File: config.mk
export PLATFORM = sky130hd
export DESIGN_NAME = drive_cmd_ctrl
export DESIGN_NICKNAME = d
export VERILOG_FILES = /design/src/rtl/drive_cmd_ctrl.sv
export SDC_FILE = /design/constraint.sdc
export NUM_CORES = 1
export LEC_CHECK = 0
export CAP_MARGIN = 20
export CORE_MARGIN = 2
export CORE_UTILIZATION = 30
export CTS_CLUSTER_SIZE = 30
export DETAILED_ROUTE_END_ITERATION = 12
export GPL_TIMING_DRIVEN = 0
export SETUP_SLACK_MARGIN = 0.3
export SLEW_MARGIN = 40
export SYNTH_ARGS = -nofsm -noshare
export SYNTH_HDL_FRONTEND = slang
export SYNTH_SLANG_ARGS = --single-unit
File: constraint.sdc
create_clock -name clk -period 5.2 [get_ports clk]
set_input_delay 1.3 -clock clk [delete_from_list [all_inputs] [get_ports clk]]
set_output_delay 1.3 -clock clk [all_outputs]
set_load 0.02 [all_outputs]
File: src/rtl/drive_cmd_ctrl.sv
// drive_cmd_ctrl: synchronises and debounces the forward/backward/stop
// buttons, turns debounced presses into fixed-length drive commands and
// enforces a dead-time after every motion before any new motion.
module drive_cmd_ctrl #(
  parameter int DEBOUNCE_CYCLES = 1000000,
  parameter int RUN_CYCLES      = 100000000,
  parameter int DEAD_CYCLES     = 5000000
) (
  input  logic       clk,
  input  logic       reset,
  input  logic       btn_fwd,
  input  logic       btn_bwd,
  input  logic       btn_stop,
  output logic       forward,
  output logic       backward,
  output logic       busy,
  output logic [1:0] state
);

  localparam int DBW = $clog2(DEBOUNCE_CYCLES + 1);
  localparam int RW  = $clog2(RUN_CYCLES + 1);
  localparam int DW  = $clog2(DEAD_CYCLES + 1);

  // Counters hold "cycles remaining minus one", so zero marks the last cycle.
  localparam logic [DBW-1:0] DB_LAST   = DBW'(DEBOUNCE_CYCLES - 1);
  localparam logic [RW-1:0]  RUN_LAST  = RW'(RUN_CYCLES - 1);
  localparam logic [DW-1:0]  DEAD_LAST = DW'(DEAD_CYCLES - 1);

  typedef enum logic [1:0] {
    IDLE    = 2'd0,
    RUN_FWD = 2'd1,
    RUN_BWD = 2'd2,
    DEAD    = 2'd3
  } state_t;

  typedef enum logic [1:0] {
    PEND_NONE = 2'd0,
    PEND_FWD  = 2'd1,
    PEND_BWD  = 2'd2
  } pend_t;

  // Button bit order everywhere: [0]=fwd, [1]=bwd, [2]=stop.
  logic [2:0]     sync1_q, sync1_d;
  logic [2:0]     sync2_q, sync2_d;
  logic [2:0]     level_q, level_d;
  logic [2:0]     press_q, press_d;
  logic [DBW-1:0] db_cnt_q [3];
  logic [DBW-1:0] db_cnt_d [3];

  state_t         state_q, state_d;
  pend_t          pend_q, pend_d;
  logic [RW-1:0]  run_cnt_q, run_cnt_d;
  logic [DW-1:0]  dead_cnt_q, dead_cnt_d;
  logic           forward_q, forward_d;
  logic           backward_q, backward_d;
  logic           busy_q, busy_d;

  logic           ev_stop, ev_fwd, ev_bwd;

  // Two-flop synchroniser chain for the raw buttons.
  always_comb begin
    sync1_d = {btn_stop, btn_bwd, btn_fwd};
    sync2_d = sync1_q;
  end

  // Per-button debounce: level flips after DEBOUNCE_CYCLES differing samples; 0->1 flips raise a press pulse.
  always_comb begin
    level_d = level_q;
    press_d = 3'b000;
    for (int i = 0; i < 3; i++) begin
      db_cnt_d[i] = '0;
      if (sync2_q[i] != level_q[i]) begin
        if (db_cnt_q[i] == DB_LAST) begin
          level_d[i]  = ~level_q[i];
          press_d[i]  = ~level_q[i];
          db_cnt_d[i] = '0;
        end else begin
          db_cnt_d[i] = db_cnt_q[i] + DBW'(1);
        end
      end else begin
        db_cnt_d[i] = '0;
      end
    end
  end

  // Event priority: stop wins; simultaneous fwd+bwd without stop cancel out.
  always_comb begin
    ev_stop = press_q[2];
    ev_fwd  = press_q[0] & ~press_q[1] & ~press_q[2];
    ev_bwd  = press_q[1] & ~press_q[0] & ~press_q[2];
  end

  // Drive FSM next-state, run/dead timers, pending direction and registered output values.
  always_comb begin
    state_d    = state_q;
    pend_d     = pend_q;
    run_cnt_d  = run_cnt_q;
    dead_cnt_d = dead_cnt_q;
    case (state_q)
      IDLE: begin
        if (ev_fwd) begin
          state_d   = RUN_FWD;
          run_cnt_d = RUN_LAST;
        end else if (ev_bwd) begin
          state_d   = RUN_BWD;
          run_cnt_d = RUN_LAST;
        end else begin
          state_d = IDLE;
        end
      end
      RUN_FWD, RUN_BWD: begin
        if (ev_stop) begin
          state_d    = DEAD;
          dead_cnt_d = DEAD_LAST;
          pend_d     = PEND_NONE;
        end else if ((state_q == RUN_FWD && ev_bwd) || (state_q == RUN_BWD && ev_fwd)) begin
          state_d    = DEAD;
          dead_cnt_d = DEAD_LAST;
          pend_d     = ev_fwd ? PEND_FWD : PEND_BWD;
        end else if (ev_fwd || ev_bwd) begin
          // Same-direction press extends the run by a full period.
          run_cnt_d = RUN_LAST;
        end else if (run_cnt_q == '0) begin
          state_d    = DEAD;
          dead_cnt_d = DEAD_LAST;
          pend_d     = PEND_NONE;
        end else begin
          run_cnt_d = run_cnt_q - RW'(1);
        end
      end
      DEAD: begin
        // Presses only retarget the pending move; the dead-time is never restarted.
        if (ev_stop) begin
          pend_d = PEND_NONE;
        end else if (ev_fwd) begin
          pend_d = PEND_FWD;
        end else if (ev_bwd) begin
          pend_d = PEND_BWD;
        end else begin
          pend_d = pend_q;
        end
        if (dead_cnt_q == '0) begin
          case (pend_d)
            PEND_FWD: begin
              state_d   = RUN_FWD;
              run_cnt_d = RUN_LAST;
            end
            PEND_BWD: begin
              state_d   = RUN_BWD;
              run_cnt_d = RUN_LAST;
            end
            default: state_d = IDLE;
          endcase
          pend_d = PEND_NONE;
        end else begin
          dead_cnt_d = dead_cnt_q - DW'(1);
        end
      end
      default: begin
        state_d = IDLE;
        pend_d  = PEND_NONE;
      end
    endcase
    forward_d  = (state_d == RUN_FWD);
    backward_d = (state_d == RUN_BWD);
    busy_d     = (state_d != IDLE);
  end

  // State register: synchronous reset clears every flop, including mid-operation.
  always_ff @(posedge clk) begin
    if (reset) begin
      sync1_q    <= 3'b000;
      sync2_q    <= 3'b000;
      level_q    <= 3'b000;
      press_q    <= 3'b000;
      for (int i = 0; i < 3; i++) db_cnt_q[i] <= '0;
      state_q    <= IDLE;
      pend_q     <= PEND_NONE;
      run_cnt_q  <= '0;
      dead_cnt_q <= '0;
      forward_q  <= 1'b0;
      backward_q <= 1'b0;
      busy_q     <= 1'b0;
    end else begin
      sync1_q    <= sync1_d;
      sync2_q    <= sync2_d;
      level_q    <= level_d;
      press_q    <= press_d;
      for (int i = 0; i < 3; i++) db_cnt_q[i] <= db_cnt_d[i];
      state_q    <= state_d;
      pend_q     <= pend_d;
      run_cnt_q  <= run_cnt_d;
      dead_cnt_q <= dead_cnt_d;
      forward_q  <= forward_d;
      backward_q <= backward_d;
      busy_q     <= busy_d;
    end
  end

  assign forward  = forward_q;
  assign backward = backward_q;
  assign busy     = busy_q;
  assign state    = state_q;

endmodule

; Word-level counts from Yosys, hierarchy flattened
; Memories as Yosys holds them, arrays and structs flattened.
; Index checks and enable logic that the tools add are counted.
[classes]
n_addsub = 5
n_eq_ne = 22
mux = 47
bitwise = 19
reduce_logical = 20
[op_table]
columns = op, count
row1 = 27-bit 2-to-1 mux, 8
row2 = 20-bit 2-to-1 mux, 9
row3 = 23-bit 2-to-1 mux, 5
row4 = 27-bit case mux with 3 select lines, 1
row5 = "20-bit by 1-bit adder with 20-bit output, second input constant", 3
row6 = "20-bit equality test, second input constant", 3
row7 = 23-bit case mux with 2 select lines, 1
row8 = 2-bit 2-to-1 mux, 17
row9 = 27-bit zero test, 1
row10 = "27-bit by 1-bit subtractor with 27-bit output, second input constant", 1
row11 = 23-bit zero test, 1
row12 = "23-bit by 1-bit subtractor with 23-bit output, second input constant", 1
row13 = 1-bit inverter, 12
row14 = "2-bit inequality test, second input constant", 5
row15 = 3-bit OR reduction, 3
row16 = "2-bit equality test, second input constant", 4
row17 = "4-bit inequality test, second input constant", 2
row18 = 2-bit case mux with 2 select lines, 2
row19 = "2-bit by 1-bit equality test with 1-bit output, second input constant", 3
row20 = "3-bit inequality test, second input constant", 2
row21 = 2-bit case mux with 3 select lines, 1
row22 = 2-bit AND reduction, 3
row23 = 6-bit AND reduction, 1
row24 = 1-bit bitwise AND, 4
row25 = other kinds (10), 20
[totals]
regBits = 69
mem_bits_rw = 60
in_bits = 5
out_inout_bits = 5
elab_cells = 129
mem_count = 1
[mem_list]
columns = memory, depth, word_bits, rd, rd_ports_with_merged_regs, wr, line
row1 = db_cnt_q, 3, 20, 3, 0, 3, 47  ; logic [DBW-1:0] db_cnt_q [3];

; Depth between registers and ports, before layout
[depth]
word_depth = 12
mapped_depth = 11
ltp_nobuf = 10

; Worst setup path after synthesis
; Ideal clock, no wire load.
[synth_timing]
path_type = register to register
from = register state_q[1] (netlist: state[1])
to = register run_cnt_q[11]
setup_time_ns = 0.116
t_arrival_ns = 2.521
required_time_ns = 5.084
slack_ns = 2.563
stages_incl_launch_ff = 11
path_buffers = 2
period_less_slack_ns = 2.637
path_cell_list = dfxtp_1 inv_1 ha_1 and3b_1 a311oi_1 inv_1 o21ai_1 clkbuf_1 clkbuf_1 nand3_1 a31o_2
[synth_via]
elab_chain_len = 5
word_cells_on_any_way = 16
cone_classes = eq/ne: 9 / mux: 1 / reduce/logical: 6
[synth_lines]
columns = element, line
row1 = start: declaration, 50  ; state_t state_q, state_d;
row2 = start signal: assignment, 190  ; state_q <= state_d;
row3 = 2-bit by 1-bit equality test with 1-bit output or 2-bit equality test (tied branches), "99, 116"
row4 = 1-bit logical AND, 116  ; end else if ((state_q == RUN_FWD && ev_bwd) || (state_q == RUN_BWD && ev_fwd)) begin
row5 = 1-bit logical OR, 116
row6 = 2-bit inequality test (no line), -
row7 = 6-bit AND reduction (no line), -
row8 = end signal: assignment, 192  ; run_cnt_q <= run_cnt_d;
row9 = end: declaration, 52  ; logic [RW-1:0] run_cnt_q, run_cnt_d;
; Several ways; a longest one is shown, not always the timed one.
; A chain may end at the register's enable or synchronous reset.

; Worst setup path in the final report
; Same ends and word-level chain as after synthesis.

==> impl_metrics.ini <==
[run_status]
status = finished, final reports clean

[global_route]
antenna_found_initial = 0
grt_max_degree = 17
overflow = 0
grt_pass1_vias = 4969
track_usage_pct = 13.8
grt_pass1_wl_um = 24600

[sta]
layout_min_cycle_time_ns = 3.27
fin_setup_tns_ns = 0
relSlewSlack_pct = 50.5
finalHoldViolations = 0
max_freq_mhz = 306
fin_crit_sh_pct = 62.9
finalSetupViolCount = 0
whs_ns = 0.433
drv_slew = 0
tightest_slew_ns = 0.735
finalClockSkew_ns = 0.0179
rsz0062_at_grt = no

[cts]
cts.clk_slew.worst_paths_ns = 0.06
cts-htree-levels = 4
cts_sinks = 129
root_buffer = clkbuf_16
postCtsHoldBufs = 0
postCtsSetupBuffers = 0
cts_resized = 0
insertion_delay_ns = 0.42
clockBufferDepth = 2
cts_tree = done
numCtsBuffers = 17

[critical_path]
crit_type = reg -> reg
cp_max_fo = 10
worstPathRequired_ns = 5.51
max_stage_delay_ns = 0.58
end_kind = flip-flop
cp_slowest_cell = a311oi_1
arrival_ns = 3.58
cp-start-kind = flip-flop
cp_cell_sequence = inv_1, ha_1, and3b_1, a311oi_1, inv_1, o21ai_1, clkbuf_1, clkbuf_1, nand3_1, a31o_2

[synth]
syn_nets = 745
netlist_area_um2 = 6270
ys_top_cells_by_count = dfxtp_1 (129), nor2_1 (98), nand2_1 (39)
synth-seq-cells = 129
synth_cell_type_count = 63
synth_top_area_cell = dfxtp_1
synth_ff_type = dfxtp_1
synth_most_common_cell = dfxtp_1
synth-async-reset-ratio_pct = 0
synth_top_area_share_pct = 41.2
yosys_warnings = 0
ys_top_cells_by_area = dfxtp_1 (41%), nor2_1 (5.9%), xnor2_1 (4.2%), xor2_1 (3.9%), a31oi_1 (3.0%)
yosysSeqAreaShare_pct = 41.2
syn_avg_cell_area_um2 = 8.60
synthCells = 729
synth_edf_count = 0

[drt]
initialDrtViolationCount = 360
vias = 5402
viasPerCell = 5.20
drtPass1Iterations = 5
wire_per_inst_um = 14.0
drcViolationCount = 0
ant_nets = 0
routed_wl_um = 14600

[power]
power_density_nw_per_um2 = 437
leakagePower_uw = 0.00242
p_total_uw = 3180
peakVddDrop_mv = 0.210

[cells_and_area]
n_antenna_cell = 0
nFillCells = 2111
drive_above_1_share_pct = 7.54
nets = 773
fin_cells = 1039
syn_to_final_growth_pct = 16.0

[place]
place_inst = 1008
dp_hpwl_um = 10100
place.gp.congestion = 0.861
portBuffers = 9

[floorplanning]
dieArea_um2 = 22100
initial_core_util_pct = 30.8
die_h_um = 149
io_pins = 10
fp.dieW_um = 149
fp-row-count = 52
core-area_um2 = 20400

[flow_run]
drv_cap = 0

[worst_hold_path]
hold_path.class = reg -> reg
routing by layer:
layer / up-vias / global-route usage (%) / wire length [um]
met5: - / 0 / 0
met4: 0 / 4.43 / 150
met3: 12 / 3.07 / 650
met2: 102 / 21.3 / 6480
met1: 2553 / 19.2 / 7320
li1: 2735 / - / -
final timing paths:
path              startpoint            end  slack (ns)  cells past startpoint
hold / removal    sync1_q[2]     sync2_q[2]        0.43                      1
setup / recovery    state[1]  run_cnt_q[11]        1.93                     10
setup reg to reg    state[1]  run_cnt_q[11]        1.93                     10
hold reg to reg   sync1_q[2]     sync2_q[2]        0.43                      1
registers in the layout, indices dropped and copies added, names as in the netlist:
name        flops
backward        1
busy            1
db_cnt_q       60
dead_cnt_q     23
forward         1
level_q         3
pend_q          2
press_q         3
run_cnt_q      27
state           2
sync1_q         3
sync2_q         3
stage by stage:
stage,util (%),cell area [um2],setup slack [ns]
floorplan,-,6270,2.56
global placement,32.9,6700,1.58
detailed placement,32.9,6700,1.61
CTS,35.7,7270,1.92
global route,35.7,7270,1.71
finish,35.7,7270,1.93
cells in the final DEF (no fill, tap or decap), types with 4 or more instances in the layout:
| master | n |
|---|---|
| inv_1 | 23 |
| dfxtp_1 | 129 |
| nor2b_1 | 7 |
| ha_1 | 11 |
| nor3_1 | 30 |
| nor2_1 | 98 |
| nand4_1 | 17 |
| nand3_1 | 31 |
| a31oi_1 | 30 |
| nand2b_1 | 10 |
| and3_1 | 13 |
| clkdlybuf4s50_1 | 9 |
| nand2_1 | 39 |
| xnor2_1 | 30 |
| or4_1 | 14 |
| clkbuf_1 | 25 |
| and2_1 | 5 |
| nor4_1 | 12 |
| and4_1 | 9 |
| a21oi_1 | 20 |
| xor2_1 | 28 |
| nor4b_1 | 8 |
| a311oi_1 | 19 |
| or2_2 | 5 |
| a211oi_1 | 11 |
| o31ai_1 | 10 |
| or3_1 | 16 |
| clkbuf_16 | 17 |
| o21a_1 | 4 |
| o21ai_0 | 18 |
critical path, delay by kind of cell, from the launching register on:
| kind | cells | cell delay [ns] |
|---|---|---|
| buf+inv | 4 | 1.13 |
| compound gates | 3 | 1.02 |
| fa+ha+maj | 1 | 0.21 |
| simple gates | 2 | 0.33 |
| flops | 1 | 0.46 |
final cells by class:
cell class / count / area [um2] / share of cell area, %
inverter: 24 / 90.1 / 1.24
timing repair buffer: 9 / 90.1 / 1.24
multi-input combinational: 541 / 3450 / 47.4
clock inverter: 11 / 103 / 1.41
buffer: 35 / 154 / 2.12
tap: 270 / 338 / 4.64
clock buffer: 20 / 467 / 6.42
sequential: 129 / 2580 / 35.5
cells by family (layout without fill, tap and decap cells):
group,after synthesis,after routing,share of synthesized area (%)
multiplexers,3,3,0.479
flip-flops,129,129,41.2
buffers and inverters,59,99,3.89
AND/OR/NAND/NOR,334,334,28.9
XOR/XNOR,58,58,8.10
AO/OA/AOI/OAI,135,135,15.3
adder cells (fa/ha/maj),11,11,2.20
power breakdown:
group / internal (uW) / leakage (uW) / switching (uW) / total (uW)
Sequential: 1060 / 0.00104 / 77.8 / 1140
Clock: 694 / 0.000275 / 448 / 1140
Combinational: 321 / 0.00110 / 572 / 894
(Power assumes the default switching activity.)
